--- config.mk ---
export PLATFORM = sky130hd
export DESIGN_NAME = store_narrow_unit
export DESIGN_NICKNAME = d
export VERILOG_FILES = /design/src/rtl/store_narrow_unit.sv
export SDC_FILE = /design/constraint.sdc
export NUM_CORES = 1
export LEC_CHECK = 0
export BUFFER_PORTS_ARGS = -buffer_cell sky130_fd_sc_hd__buf_2
export CAP_MARGIN = 5
export CORE_MARGIN = 5
export CORE_UTILIZATION = 47
export DETAILED_ROUTE_END_ITERATION = 10
export PLACE_DENSITY = 0.84
export REMOVE_ABC_BUFFERS = 1
export SLEW_MARGIN = 10
export SYNTH_ARGS = -nofsm -noshare
export SYNTH_HDL_FRONTEND = slang
export SYNTH_SLANG_ARGS = --single-unit
--- constraint.sdc ---
create_clock -name clk -period 2.6 [get_ports clk]
set_input_delay 0.52 -clock clk [delete_from_list [all_inputs] [get_ports clk]]
set_output_delay 0.52 -clock clk [all_outputs]
set_load 0.1 [all_outputs]
--- src/rtl/store_narrow_unit.sv ---
`default_nettype none
// +--------------------------------------------------------------------------+
// | Module   : store_narrow_unit                                             |
// | Purpose  : Narrows a MEM-stage store operand to byte/half/word. It       |
// |            replicates the operand across byte lanes, checks alignment,   |
// |            and runs one write on the sram-like data bus. The pipeline    |
// |            stalls until the write is acknowledged or the watchdog fires. |
// | Options  : MISALIGN_EXC_EN - raise ades on a misaligned store instead of |
// |            force-aligning the address.                                   |
// | Revision : 1.0 - initial release                                         |
// +--------------------------------------------------------------------------+
module store_narrow_unit #(
  parameter int ADDR_W = 32,
  parameter int WDOG_W = 8
) (
  input  logic              clk,
  input  logic              resetn,
  input  logic              st_valid,
  input  logic [1:0]        st_size,
  input  logic [ADDR_W-1:0] st_addr,
  input  logic [31:0]       st_data,
  output logic              stall,
  output logic              done,
  output logic              bus_err,
  output logic              ades,
  output logic [ADDR_W-1:0] badvaddr,
  output logic              data_req,
  output logic              data_wr,
  output logic [1:0]        data_size,
  output logic [ADDR_W-1:0] data_addr,
  output logic [31:0]       data_wdata,
  input  logic              data_addr_ok,
  input  logic              data_data_ok
);

  localparam logic [1:0] S_IDLE = 2'd0;
  localparam logic [1:0] S_REQ  = 2'd1;
  localparam logic [1:0] S_WAIT = 2'd2;

  localparam logic [WDOG_W-1:0] WDOG_MAX = {WDOG_W{1'b1}};

  logic [1:0]        r_state;
  logic [1:0]        r_size;
  logic [ADDR_W-1:0] r_addr;
  logic [31:0]       r_wdata;
  logic [WDOG_W-1:0] r_wdog;

  logic              w_mis;
  logic              w_accept;
  logic              w_ack;
  logic              w_timeout;
  logic [1:0]        w_size;
  logic [ADDR_W-1:0] w_addr;
  logic [31:0]       w_wdata;

  // Reserved size 11 counts as misaligned regardless of address
  assign w_mis = ((st_size == 2'b01) && st_addr[0]) ||
                 ((st_size == 2'b10) && (st_addr[1:0] != 2'b00)) ||
                 (st_size == 2'b11);

  // Lane replication and address/size normalisation of the incoming store
  always_comb begin
    w_wdata = st_data;
    w_addr  = {st_addr[ADDR_W-1:2], 2'b00};
    w_size  = 2'b10;
    case (st_size)
      2'b00: begin
        w_wdata = {4{st_data[7:0]}};
        w_addr  = st_addr;
        w_size  = 2'b00;
      end
      2'b01: begin
        w_wdata = {2{st_data[15:0]}};
        w_addr  = {st_addr[ADDR_W-1:1], 1'b0};
        w_size  = 2'b01;
      end
      default: begin
        w_wdata = st_data;
        w_addr  = {st_addr[ADDR_W-1:2], 2'b00};
        w_size  = 2'b10;
      end
    endcase
  end

`ifdef MISALIGN_EXC_EN
  // A misaligned store is rejected; the exception is raised in the same cycle
  assign ades     = (r_state == S_IDLE) && st_valid && w_mis;
  assign badvaddr = ades ? st_addr : '0;
  assign w_accept = (r_state == S_IDLE) && st_valid && !w_mis;
`else
  // Misaligned stores are force-aligned by w_addr and proceed normally
  assign ades     = 1'b0;
  assign badvaddr = '0;
  assign w_accept = (r_state == S_IDLE) && st_valid;
`endif

  // Completion: same-cycle addr/data handshake in REQ, or data_ok in WAIT
  assign w_ack     = ((r_state == S_REQ) && data_addr_ok && data_data_ok) ||
                     ((r_state == S_WAIT) && data_data_ok);
  assign w_timeout = (r_state != S_IDLE) && (r_wdog == WDOG_MAX);

  assign done       = w_ack || w_timeout;
  assign bus_err    = w_timeout && !w_ack;
  assign stall      = st_valid && !done && !ades;
  assign data_req   = (r_state == S_REQ);
  assign data_wr    = data_req;
  assign data_size  = r_size;
  assign data_addr  = r_addr;
  assign data_wdata = r_wdata;

  // Transaction FSM, captured request fields and busy-cycle watchdog
  always_ff @(posedge clk or negedge resetn) begin
    if (!resetn) begin
      r_state <= S_IDLE;
      r_size  <= 2'b00;
      r_addr  <= '0;
      r_wdata <= 32'h0;
      r_wdog  <= '0;
    end else begin
      case (r_state)
        S_IDLE: begin
          if (w_accept) begin
            r_state <= S_REQ;
            r_size  <= w_size;
            r_addr  <= w_addr;
            r_wdata <= w_wdata;
            r_wdog  <= '0;
          end
        end
        S_REQ: begin
          if (done) begin
            r_state <= S_IDLE;
          end else begin
            r_wdog <= r_wdog + 1'b1;
            if (data_addr_ok) begin
              r_state <= S_WAIT;
            end
          end
        end
        S_WAIT: begin
          if (done) begin
            r_state <= S_IDLE;
          end else begin
            r_wdog <= r_wdog + 1'b1;
          end
        end
        default: r_state <= S_IDLE;
      endcase
    end
  end

endmodule
`default_nettype wire
Yosys cells after proc, flatten, opt, wreduce, memory -nomap -nowiden
Index checks and enable logic that the tools add are counted.
W data, S select, Z words.

storage, ports and cells
  register bits after elaboration = 76
  latch bits = 0
  bits in writable memories = 0
  memory bits (read-only) = 0
  bits of input ports = 71
  output and inout bits = 104
  logic and storage cells = 44
  memories = 0

cells by class
  add/subtract/negate cells = 1
  $mul = 0
  div/mod/pow operators = 0
  $lt $le $gt $ge = 0
  eq/ne operators = 8
  shifts and indexed selects = 0
  mux-type cells = 11
  bitwise logic cells = 0
  reduce and logical (&&, ||, !) cells = 19

operator list
  operator               number
  $pmux W32 S2           1
  $mux W8                2
  $pmux W8 S2            1
  $add A8 B1 Y8 const B  1
  $eq A8 B8 Y1 const B   1
  $mux W2                4
  $pmux W2 S2            2
  $logic_and A1 B1 Y1    7
  $ne A2 B2 Y1 const B   3
  $pmux W2 S3            1
  $reduce_and A3 Y1      2
  $eq A2 B1 Y1 const B   2
  $logic_not A2 Y1       2
  $reduce_bool A2 Y1     2
  $ne A3 B2 Y1 const B   1
  $eq A2 B2 Y1 const B   1
  $logic_not A1 Y1       2
  $logic_or A1 B1 Y1     2
  $reduce_and A2 Y1      1
  $reduce_or A2 Y1       1

Depth between registers and ports, before layout
Gate-level depths: netlist of run 1.

  depth after elaboration = 7
  gate-level depth with buffers = 8
  depth with buffers taken out = 8

Worst setup path after synthesis of run 1
No wires, ideal clock.

  kind = flip-flop to output port
  start = register r_state[1]
  end = output port bus_err
  arrival = 2.814 ns
  required time = 2.080 ns
  slack = -0.734 ns
  stages on the path, launching flop included = 5
  buffers on the path = 0
  cells stage by stage = dfrtp_1 inv_1 ha_1 a21o_1 a21oi_1

between the ends
  cells in the longest elaborated chain, start to end = 6

ends and longest elaborated chain
  item                              RTL line  source
  start: declaration                42        logic [1:0] r_state;
  start signal: assignment          114       r_state <= S_IDLE;
  start signal: assignment          123       r_state <= S_REQ;
  start signal: assignment          132       r_state <= S_IDLE;
  $eq A2 B1 Y1                      n/a
  net data_req                      27        output logic data_req,
  $logic_and A1 B1 Y1 (2 in a row)  98        assign w_ack = ((r_state == S_REQ) && data_addr_ok && data_data_ok) ||
  $logic_or A1 B1 Y1                98
  $logic_not A1 Y1                  103       assign bus_err = w_timeout && !w_ack;
  $logic_and A1 B1 Y1               103
  end: declaration                  24        output logic bus_err,

The timed path passes the listed nets, and every way through them passes these cells.

Worst setup path after layout of run 1
  start = register r_state[1]
  end = output port stall

between the ends
  cells in the longest elaborated chain, start to end = 7

ends and longest elaborated chain
  item                              RTL line  source
  $eq A2 B1 Y1                      98
  $logic_and A1 B1 Y1 (2 in a row)  98
  $logic_or A1 B1 Y1                98
  $logic_or A1 B1 Y1 *              102       assign done = w_ack || w_timeout;
  $logic_not A1 Y1 *                104       assign stall = st_valid && !done && !ades;
  $logic_and A1 B1 Y1 *             104
  end: declaration                  22        output logic stall,

Mark *: on every way between the ends. The rest lies on a longest branch, timed or not.

==> results by group, run 1 <==
Setup path
  • Required @ worst endpoint: around 2.1 ns
  • WP data arrival: 1.98 ns
  • Setup CP Type: reg2out
  • Reg2Reg Depth: 8
  • Slowest CP cell: dfrtp_1
  • Startpoint types: flop
  • Endpoint class of the critical path: primary output
  • Crit path cell chain: inv_1 -> ha_1 -> a21o_1 -> a22oi_4 -> and2_2 -> buf_12
  • Worst setup startpoint: r_state[1]$_DFFE_PN0P_
  • Crit path buf inv count: 2
  • Largest fanout on the critical path: 8
  • FF-to-FF Start: r_state[1]$_DFFE_PN0P_
  • Top delay family on crit path: compound AO/OA/AOI/OAI gates
  • Largest stage delay, worst path: ~0.37 ns
  • Critical path depth in cells: 6

Floorplanning
  • Initial Utilization: 48.6%
  • CORE AREA: 7770 sq um
  • Die ar.: 9930 sq um
  • IO Pins: 175
  • Die height: ~100 microns
  • Row count: 32
  • Die W: 99.6 microns

Timing
  • Headroom to the max-slew limit: between 30% and 40%
  • # setup viols final: 0
  • Skew final: roughly 0.01 ns
  • Endpoints failing hold: 0
  • Tmin final: 2.50 ns
  • Setup WS post-layout: 0.0959 ns
  • Slew Viols, Final: 0
  • Slew @ Worst Pin: 0.926 ns
  • RSZ-0062 raised after global routing: false
  • Fmax achieved: ~400 MHz
  • Final period utilization: 96.3%

Synthesis
  • Avg Cell Area, Syn: ~11 sq um
  • Synth Flop Type: dfrtp_1
  • Synth async-reset ratio: 100%
  • Mapped cell area: 3780 sq um
  • Post-synthesis cell count: about 350
  • Seq/Total Area, Yosys: 50.4%
  • Distinct cells, synth: 40
  • EDFF count, synth: 0
  • Synth Register Bits: between 70 and 80
  • Synth warn: 0

Detailed routing
  • Drt drc: 0
  • Final ANT Viol Nets: 0
  • Via density: just over 5
  • DR WL/cell: 15.5 microns
  • Iter 0 DRT Violations: 79
  • DR pass1 iterations: 4
  • Drt total wl: 9170 microns
  • Via count: ~3k

Clock network
  • Post-CTS Setup Inserts: 0
  • CTS Root Cell: clkbuf_8
  • TritonCTS buffer count: 9
  • TritonCTS clock tree: built
  • Clk buf depth: 2
  • Clk pin slew, worst setup/hold paths: 0.08 ns
  • Clock Sinks: 76
  • Clock Latency Late Sink: 0.34 ns
  • CTS HTree Levels: 3
  • Hold-fix buffers at CTS: 0

Placement
  • Placer Congestion: between 0.8 and 0.9
  • PortBufs: 141
  • Hpwl dp: 6980 microns
  • Pre-CTS WS: ~0.38 ns

Cells and area
  • Area growth syn-to-layout: 25.4%
  • Share of layout cells above drive strength 1: 42.9%
  • Final core occ: roughly three fifths
  • # diodes: 0
  • Layout Nets: 560

Global route
  • First-pass GRT wire length: 14700 microns
  • GRT overflow: 0
  • Largest net degree at the start of global routing: 77
  • Antenna violations before repair: 0
  • Vias in the first global route: 3121
  • Tot GR Track Use: 18.4%

Outcome
  • Status: complete, no violations

Worst hold path
  • Hold WC Path Type: in2async

Flow run
  • Max Cap Viol: 0
registers in the layout, summed over array words and instances (netlist names):
register    flops
r_wdog          8
data_size       2
data_wdata     32
r_state         2
data_addr      32
synth_stat cells, types with 5 or more instances:
cell,instances,area [sq um]
mux2_2,40,450
nand3_1,5,25.0
clkbuf_1,10,37.5
o21ai_0,33,165
nand2b_1,7,43.8
buf_2,5,25.0
nor2_1,14,52.6
mux2i_1,26,260
a21oi_1,13,65.1
dfrtp_1,76,1900
ha_1,5,62.6
buf_4,34,255
nand2_1,37,139
repair_timing:
action | CTS | global route
setup endpoints to repair | 1 | 2
pin swaps | 0 | 0
gates resized for setup | 1 | 2
per-stage QoR:
step | area (sq um) | hold slack [ns] | cells | TNS [ns]
2_1_floorplan | 3570 | 0.224 | 326 | -18.87
3_3_place_gp | 4490 | 0.459 | 575 | 0
3_5_place_dp | 4490 | 0.467 | 575 | 0
4_1_cts | 4730 | 0.346 | 591 | 0
5_1_grt | 4740 | 0.389 | 591 | 0
6_report | 4740 | 0.323 | 591 | 0
kinds of logic after synthesis:
kind of cell,count (synthesis),synth area share (%)
multiplexers,66,18.8
adder cells (fa/ha/maj),5,1.66
AND/OR/NAND/NOR,79,10.0
other,1,0.0993
AO/OA/AOI/OAI,62,9.87
flip-flops,76,50.4
buffers and inverters,56,9.18
per-layer routing:
| layer | vias up | wire length [microns] | GRT usage (%) |
|---|---|---|---|
| li1 | 1413 | - | - |
| met1 | 1419 | 3400 | 20.9 |
| met2 | 133 | 4840 | 33.5 |
| met3 | 11 | 799 | 4.63 |
| met4 | 0 | 123 | 6.30 |
| met5 | - | 0 | 0 |
cell type report:
class                   instances  area (sq um)
repair buffers                147           790
fillers                       684          3030
flip-flops and latches         76          1900
clock inverters                 6           113
clock buffers                  10           128
well taps                     102           128
multi-input cells             245          1660
inverters                       5          21.3
layout by cell type (no fill, tap or decap), types with 4 or more instances in the layout:
cell type	count
inv_1	4
nand2b_1	7
ha_1	5
dfrtp_1	76
mux2i_1	26
mux2_2	40
nor2_1	14
buf_4	6
o21ai_0	33
nand3_1	5
clkbuf_8	9
conb_1	33
a21oi_1	13
buf_2	137
a31oi_1	4
nand2_1	36
worst paths after layout:
check	endpoint	slack, ns
setup reg to reg	r_wdog[7]$_DFFE_PN0P_	0.51
max in group asynchronous	data_wdata[10]$_DFFE_PN0P_	1.68
setup / recovery	stall	0.1
min in group clk	data_addr[8]$_DFFE_PN0P_	0.41
hold reg to reg	data_wdata[23]$_DFFE_PN0P_	0.48
hold / removal	data_addr[12]$_DFFE_PN0P_	0.32
Power of run 1 is left out: the tool's default activity adds up to more than one toggle a clock period on the data nets, which glitch-free logic cannot reach.
==> run 2: changes to the inputs <==
Settings changed: CORE_UTILIZATION 47 to 43, PLACE_DENSITY 0.84 to 0.79.
Clock period 2.6 ns to 2.7 ns, I/O delays scaled along.
==> run 2 against run 1 <==
- first-iteration DRC count grew 19%
- via count shrank 1.6%
- sequential share of layout area grew 0.33 points
- wire length decreased by 3.6%
- count of clock-buffer cells in the layout up 1
- design area is 0.82% lower
- global-route usage decreased by 1.7 points
- die area rose by 8.3%
- largest cell class unchanged
- highest routed layer is now met5
==> results by group, run 2 (synthesis results as in run 1) <==
Timing
  • Tmin final: 2.56 ns
  • Skew final: 0.0131 ns (was 0.0102 ns)
  • Headroom to the max-slew limit: 35.5% (was 38.3%)
  • # setup viols final: 0 (unchanged)
  • RSZ-0062 raised after global routing: false (unchanged)
  • Final Hold Slack: 0.336 ns (was 0.323 ns)
  • Fmax achieved: 391 MHz
  • Final period utilization: 94.7%
  • Setup WS post-layout: 0.142 ns (was 0.0959 ns)
  • Slew @ Worst Pin: 0.968 ns (was 0.926 ns)
  • Slew Viols, Final: 0 (unchanged)
  • Endpoints failing hold: 0 (unchanged)

Cells and area
  • Share of layout cells above drive strength 1: 42.6% (was 42.9%)
  • Final instance area: 4700 sq um (was 4740 sq um)
  • Sequential cell area: 1900 sq um (unchanged)
  • Most frequent cells in the layout: 139 x buf_2, 76 x dfrtp_1, 40 x mux2_2 (was 137 x buf_2, 76 x dfrtp_1, 40 x mux2_2)
  • # diodes: 0 (unchanged)
  • Area of the multi-input gates: 1660 sq um (unchanged)
  • Area growth syn-to-layout: 24.4% (was 25.4%)
  • Fill count: 792 (was 684)
  • Most common cell after layout, fill and taps aside: buf_2 (unchanged)
  • Layout Nets: 557 (was 560)
  • Final core occ: 54.4% (was 61.0%)

Global route
  • Vias in the first global route: 3089 (was 3121)
  • Tot GR Track Use: 16.7% (was 18.4%)
  • Antenna violations before repair: 1 (was 0)
  • GRT overflow: 0 (unchanged)
  • Largest net degree at the start of global routing: 77 (unchanged)
  • First-pass GRT wire length: 15000 microns (was 14700 microns)

Placement
  • Pre-CTS WS: 0.494 ns (was 0.380 ns)
  • Hpwl dp: 6500 microns (was 6980 microns)
  • Placer Congestion: 0.836 (was 0.862)
  • PortBufs: 141 (unchanged)
  • Placed instance area: 4470 sq um (was 4490 sq um)

Detailed routing
  • Final ANT Viol Nets: 0 (unchanged)
  • Via count: 2928 (was 2976)
  • DR pass1 iterations: 4 (unchanged)
  • Iter 0 DRT Violations: 94 (was 79)
  • Via density: 4.93 (was 5.04)
  • Drt drc: 0 (unchanged)
  • DR WL/cell: 14.9 microns (was 15.5 microns)
  • Drt total wl: 8830 microns (was 9170 microns)

Floorplanning
  • Row count: 34 (was 32)
  • Die height: 104 microns (was 99.6 microns)
  • CORE AREA: 8640 sq um (was 7770 sq um)
  • Die W: 104 microns (was 99.6 microns)
  • IO Pins: 175 (unchanged)
  • Initial Utilization: 43.7% (was 48.6%)
  • Die ar.: 10800 sq um (was 9930 sq um)

Setup path
  • Endpoint class of the critical path: primary output (unchanged)
  • FF-to-FF Start: r_wdog[0]$_DFFE_PN0P_ (was r_state[1]$_DFFE_PN0P_)
  • Setup CP Type: reg2out (unchanged)
  • Reg2Reg Depth: 7 (was 8)
  • Reg2Reg Setup Slack: 0.57 ns (was 0.51 ns)
  • Startpoint types: flop (unchanged)
  • Worst R2R End: r_wdog[7]$_DFFE_PN0P_ (unchanged)
  • WP data arrival: 2.02 ns (was 1.98 ns)
  • Required @ worst endpoint: 2.16 ns (was 2.08 ns)
  • Largest fanout on the critical path: 8 (unchanged)

Clock network
  • Clock Latency Late Sink: 0.34 ns (about the same)
  • Post_cts resized: 0 (was 1)
  • TritonCTS buffer count: 9 (unchanged)
  • Clock Sinks: 76 (unchanged)
  • Clk buf depth: 2 (unchanged)
  • Post-CTS Setup Inserts: 0 (unchanged)
  • CTS Root Cell: clkbuf_8 (unchanged)
  • CTS HTree Levels: 3 (unchanged)
  • Hold-fix buffers at CTS: 0 (unchanged)
  • TritonCTS clock tree: built (unchanged)
  • Clk pin slew, worst setup/hold paths: 0.08 ns (about the same)

Worst hold path
  • Hold WC Path Type: in2async (unchanged)

Outcome
  • Status: complete, no violations (unchanged)

Flow run
  • Max Cap Viol: 0 (unchanged)
## run 2: worst max-delay path by stage
stage,startpoint,end,slack [ns]
2_1_floorplan,r_state[1]$_DFFE_PN0P_,bus_err,-1.09
3_3_place_gp,r_state[0]$_DFFE_PN0P_,bus_err,0.56
3_5_place_dp,r_state[0]$_DFFE_PN0P_,done,0.49
4_1_cts,r_state[0]$_DFFE_PN0P_,done,0.11
5_1_grt,r_state[0]$_DFFE_PN0P_,bus_err,0.02
6_report,r_state[0]$_DFFE_PN0P_,done,0.14
## run 2: critical path, cell delays in order (launching register included)
cell and delay (ns):
dfrtp_1 0.38, inv_1 0.08, ha_1 0.22, and4b_4 0.37, a22oi_4 0.11, inv_4 0.10, buf_2 0.43
## run 2: area by class of cell
cell class | count | area share (%)
Clock inverter | 5 | 1.78
Inverter | 5 | 0.453
Sequential cell | 76 | 40.5
Multi-Input combinational cell | 245 | 35.2
Timing Repair Buffer | 144 | 16.1
Clock buffer | 11 | 3.01
Tap cell | 108 | 2.88
## run 2: per-layer routing
layer / vias up / routed length [microns] / GRT usage [%]
met2: 123 / 4430 / 28.1
met1: 1384 / 3460 / 19.3
li1: 1402 / - / -
met4: 2 / 143 / 6.29
met3: 17 / 787 / 6.34
met5: - / 7 / 0
## run 2: per-stage QoR
stage	std cells	setup TNS (ns)
2_1_floorplan	326	-11.09
3_3_place_gp	578	0
3_5_place_dp	578	0
4_1_cts	594	0
5_1_grt	594	0
6_report	594	0
Power of run 2 is left out for the same reason.
